[src/rtl/note_gen.sv]
// note_gen: dual-channel square-wave tone generator with volume changes deferred to wave edges.
// Define NOTE_GAP_EN to silence each channel for GAP_CYCLES cycles after every note change.
module note_gen #(
  parameter int          DIV_WIDTH  = 22,
  parameter logic [15:0] GAP_CYCLES = 16'd4096
) (
  input  logic                 clk,
  input  logic                 reset,
  input  logic [DIV_WIDTH-1:0] note_div_left,
  input  logic [DIV_WIDTH-1:0] note_div_right,
  input  logic [2:0]           volume,
  input  logic                 mute,
  output logic [15:0]          audio_left,
  output logic [15:0]          audio_right
);
  logic mute_q;
`ifndef NOTE_GAP_EN
  logic unused_gap;
  assign unused_gap = ^GAP_CYCLES;
`endif
  // mute is registered so it takes effect with the same one-cycle lag as a note change
  always_ff @(posedge clk or negedge reset)
    if (!reset) mute_q <= 1'b0;
    else mute_q <= mute;
  for (genvar c = 0; c < 2; c++) begin : g_ch
    logic [DIV_WIDTH-1:0] div_in, div_q, cnt;
    logic                 phase, change, tone, wrap, silent, gap_busy;
    logic [2:0]           vol_q;
    logic [15:0]          amp, audio_q;
    assign div_in = (c == 0) ? note_div_left : note_div_right;
`ifdef NOTE_GAP_EN
    logic [15:0] gap_cnt;
    always_ff @(posedge clk or negedge reset)
      if (!reset) gap_cnt <= '0;
      else if (change) gap_cnt <= GAP_CYCLES;
      else if (gap_cnt != '0) gap_cnt <= gap_cnt - 16'd1;
    assign gap_busy = gap_cnt != '0;
`else
    assign gap_busy = 1'b0;
`endif
    always_comb begin
      change = div_in != div_q;
      tone   = div_q >= DIV_WIDTH'(2);
      wrap   = tone && cnt == div_q - DIV_WIDTH'(1);
      silent = !tone || mute_q || gap_busy || vol_q == 3'd0;
      amp    = vol_q == 3'd1 ? 16'h0400 :
               vol_q == 3'd2 ? 16'h0800 :
               vol_q == 3'd3 ? 16'h1000 :
               vol_q == 3'd4 ? 16'h2000 : 16'h3FFF;
    end
    // a note change overrides any toggle due on the same edge
    always_ff @(posedge clk or negedge reset)
      if (!reset) begin
        div_q   <= '0;
        cnt     <= '0;
        phase   <= 1'b1;
        vol_q   <= 3'd0;
        audio_q <= 16'h0000;
      end else begin
        if (wrap || silent) vol_q <= volume;
        audio_q <= silent ? 16'h0000 : phase ? amp : -amp;
        if (change) begin
          div_q <= div_in;
          cnt   <= '0;
          phase <= 1'b1;
        end else if (!tone) begin
          cnt   <= '0;
          phase <= 1'b1;
        end else if (wrap) begin
          cnt   <= '0;
          phase <= ~phase;
        end else cnt <= cnt + DIV_WIDTH'(1);
      end
    if (c == 0) begin : g_l
      assign audio_left = audio_q;
    end else begin : g_r
      assign audio_right = audio_q;
    end
  end
endmodule

[config.mk]
export PLATFORM = sky130hd
export DESIGN_NAME = note_gen
export DESIGN_NICKNAME = d
export VERILOG_FILES = /design/src/rtl/note_gen.sv
export SDC_FILE = /design/constraint.sdc
export NUM_CORES = 1
export LEC_CHECK = 0
export BUFFER_PORTS_ARGS = -buffer_cell sky130_fd_sc_hd__buf_2
export CAP_MARGIN = 5
export CORE_MARGIN = 2
export CORE_UTILIZATION = 60
export CTS_BUF_LIST = sky130_fd_sc_hd__clkbuf_8
export DETAILED_ROUTE_END_ITERATION = 6
export HOLD_SLACK_MARGIN = 0.05
export PLACE_DENSITY = 0.8
export SLEW_MARGIN = 40
export SYNTH_ARGS = -nofsm -noshare
export SYNTH_HDL_FRONTEND = slang
export SYNTH_SLANG_ARGS = --single-unit
[constraint.sdc]
create_clock -name clk -period 3.5 [get_ports clk]
set_input_delay 0.7 -clock clk [delete_from_list [all_inputs] [get_ports clk]]
set_output_delay 0.7 -clock clk [all_outputs]
set_load 0.005 [all_outputs]
==> qor.yml <==
run_status:
  status: "finished, final reports clean"
routing:
  wl_met2_um: 6500
  drcViolationCount: 0
  wl_per_cell_um: 16.6
  dr.pass1.iters: 5
  vias: 4836
  wl_met3_um: 874
  viasPerCell: 5.72
  detail-route-antenna-nets: 0
  met1_length_um: 6370
  routed.top_layer: "met4"
  drt-initial-drc-count: 220
  drt-total-wl_um: 14000
layout:
  syn2layout_area_growth_pct: 10.4
  layout_common_cells: "111 x dfrtp_1, 81 x nor2_1, 81 x xor2_1"
  final_common_cell: "dfrtp_1"
  drive_above_1_share_pct: 20.2
  antenna_cells: 0
  layout.nets: 752
die:
  core_um2: 10400
  num_rows: 37
  io_pins: 82
  die-area_um2: 11500
  die_h_um: 107
  die_x_um: 107
  start_util_pct: 61.9
synth:
  synth_area_per_cell_um2: 9.55
  yosysSeqAreaShare_pct: 44.1
  ys_top_cells_by_area: "dfrtp_1 43%, xor2_1 11%, xnor2_1 8.7%"
  synth_area_um2: 6420
  synthCells: 672
  synth_top_area_share_pct: 43.3
  synth-edff-count: 0
  yosysUniqueCellTypes: 57
  ys_warn_count: 0
  synth_top_flop_cell: "dfrtp_1"
  synth_seq_cells: 113
  async_reset_ff_share_pct: 100
  syn_nets: 728
  yosysTopAreaCell: "dfrtp_1"
timing:
  relSlewSlack_pct: 56.5
  max_freq_mhz: 303
  period_share_pct: 94.4
  tns_ps: 0
  setup_viol: 0
  period_minus_slack_ps: 3310
  hold_violations: 0
  rsz0062_at_grt: "no"
  final_max_slew_viol_count: 0
  fin_hold_ws_ps: 267
  finClkSkew_ps: 9.47
  tightest_slew_ps: 647
global_route:
  grt_pass1_wl_um: 23500
  grt_antenna_before_repair: 0
  grt_pass1_vias: 4891
  grt_usage_pct: 26.4
  grt_max_degree: 74
  grt-ovfl-total: 0
place:
  globalplace.congestion: 0.985
  portBuffers: 81
  post-dp-hpwl_um: 10500
clock_tree:
  cts_sinks: 113
  cts_setup_buffers: 0
  clk_latency_ps: 420
  htree_levels: 4
  cts_root_buffer: "clkbuf_8"
  clkTransAtPathRegs_ps: 70
  holdBufCountCts: 0
  cts_tree: "built"
  clockBufferDepth: 2
  cts_resized: 0
  numCtsBuffers: 17
power:
  p_per_area_nw_per_um2: 431
  vdd_ir_drop_max_mv: 0.481
  p_leak_uw: 0.00300
worst_setup_path:
  startpoint_type: "flop"
  end_kind: "flop"
  required_ps: 3810
  arrival_ps: 3610
  regToRegSetupSlack_ps: 190
  path_max_fanout: 7
  worstSetupPathType: "reg2reg"
job:
  maxCapViolCount: 0
hold_path:
  hold_class: "in2async"
cell type report:
class,instances,area (µm²)
repair buffers,85,442
clock inverters,12,164
inverters,11,41.3
well taps,136,170
multi-input cells,468,3160
flip-flops and latches,113,2830
clock buffers,20,275
fillers,806,3280
registers in the layout, summed over array words and instances (netlist names):
name         flops
audio_left       8
g_ch.phase       2
mute_q           1
g_ch.vol_q       6
g_ch.div_q      44
audio_right      8
g_ch.cnt        44
cells in the mapped netlist (2+ instances only):
cell type,instances
mux2i_1,2
nand3_1,23
nand2_1,30
o21ai_1,2
a31oi_1,7
a21oi_1,10
buf_2,4
o21ai_0,7
nand3b_1,3
xnor2_1,64
dfrtp_1,111
a22o_1,7
ha_1,6
and3_1,8
or4_1,5
and3_2,2
dfstp_2,2
inv_1,11
or4_4,2
a211oi_1,3
nand4_2,2
nor3b_1,2
mux2_2,2
nor2b_1,5
o211ai_1,4
nor4_4,2
nand4b_1,4
or2_2,6
or3_1,10
nor2_1,81
and4_1,3
clkbuf_1,55
nand4_1,12
nor4_1,24
nor3_1,24
xor2_1,81
nor4_2,2
o31ai_1,2
buf_4,21
and2_1,4
cells by family (layout without fill, tap and decap cells):
group | count (synthesis) | in the layout | share of synthesized area, %
adders and majority gates | 6 | 6 | 1.17
muxes | 4 | 4 | 0.663
DFF | 113 | 113 | 44.1
and+or+nand+nor | 263 | 263 | 22.3
AOI/OAI and AO/OA | 50 | 50 | 5.32
xor gates and xnor gates | 145 | 145 | 19.8
buffers and inverters | 91 | 128 | 6.63
path summary, 6_finish.rpt:
kind,from,end,cells past startpoint
min in group clk,mute,mute_q,1
max reg2reg,g_ch[1].div_q[0],g_ch[1].vol_q[2],10
min,reset,g_ch[1].div_q[2],1
max,g_ch[1].div_q[0],g_ch[1].vol_q[2],10
max in group asynchronous,reset,g_ch[0].phase,2
min reg2reg,g_ch[0].cnt[0],g_ch[0].cnt[0],1
metal layers:
layer	GRT usage, %	up-vias
met5	0	-
met4	10.9	0
met3	6.54	29
met2	40.4	165
met1	36.2	2349
li1	-	2293
critical path, stage by stage, from the launching register on:
cell,delay (ps)
dfrtp_1,420
inv_1,120
ha_1,220
or4b_4,520
or2_1,260
o41ai_1,400
nand3_1,160
a2111oi_2,340
nand4_2,280
nor2b_4,220
a22o_1,240
power by group:
| group | switching, µW | internal, µW | total [µW] |
|---|---|---|---|
| Combinational | 151 | 132 | 283 |
| Clock | 519 | 824 | 1340 |
| Sequential | 70.7 | 1350 | 1430 |
| Total | 740 | 2310 | 3050 |
stage by stage:
stage	instance area, µm²	worst slack, ps	util [%]	std cells	total power, µW
floorplan	6420	625	-	672	1630
global placement	6640	460	64.1	813	1720
detailed placement	6650	272	64.1	813	1730
CTS	7090	231	68.3	845	3080
global route	7090	9.38	68.3	845	3180
finish	7090	195	68.3	845	3050
No activity file was read; power rests on OpenSTA's default activity.
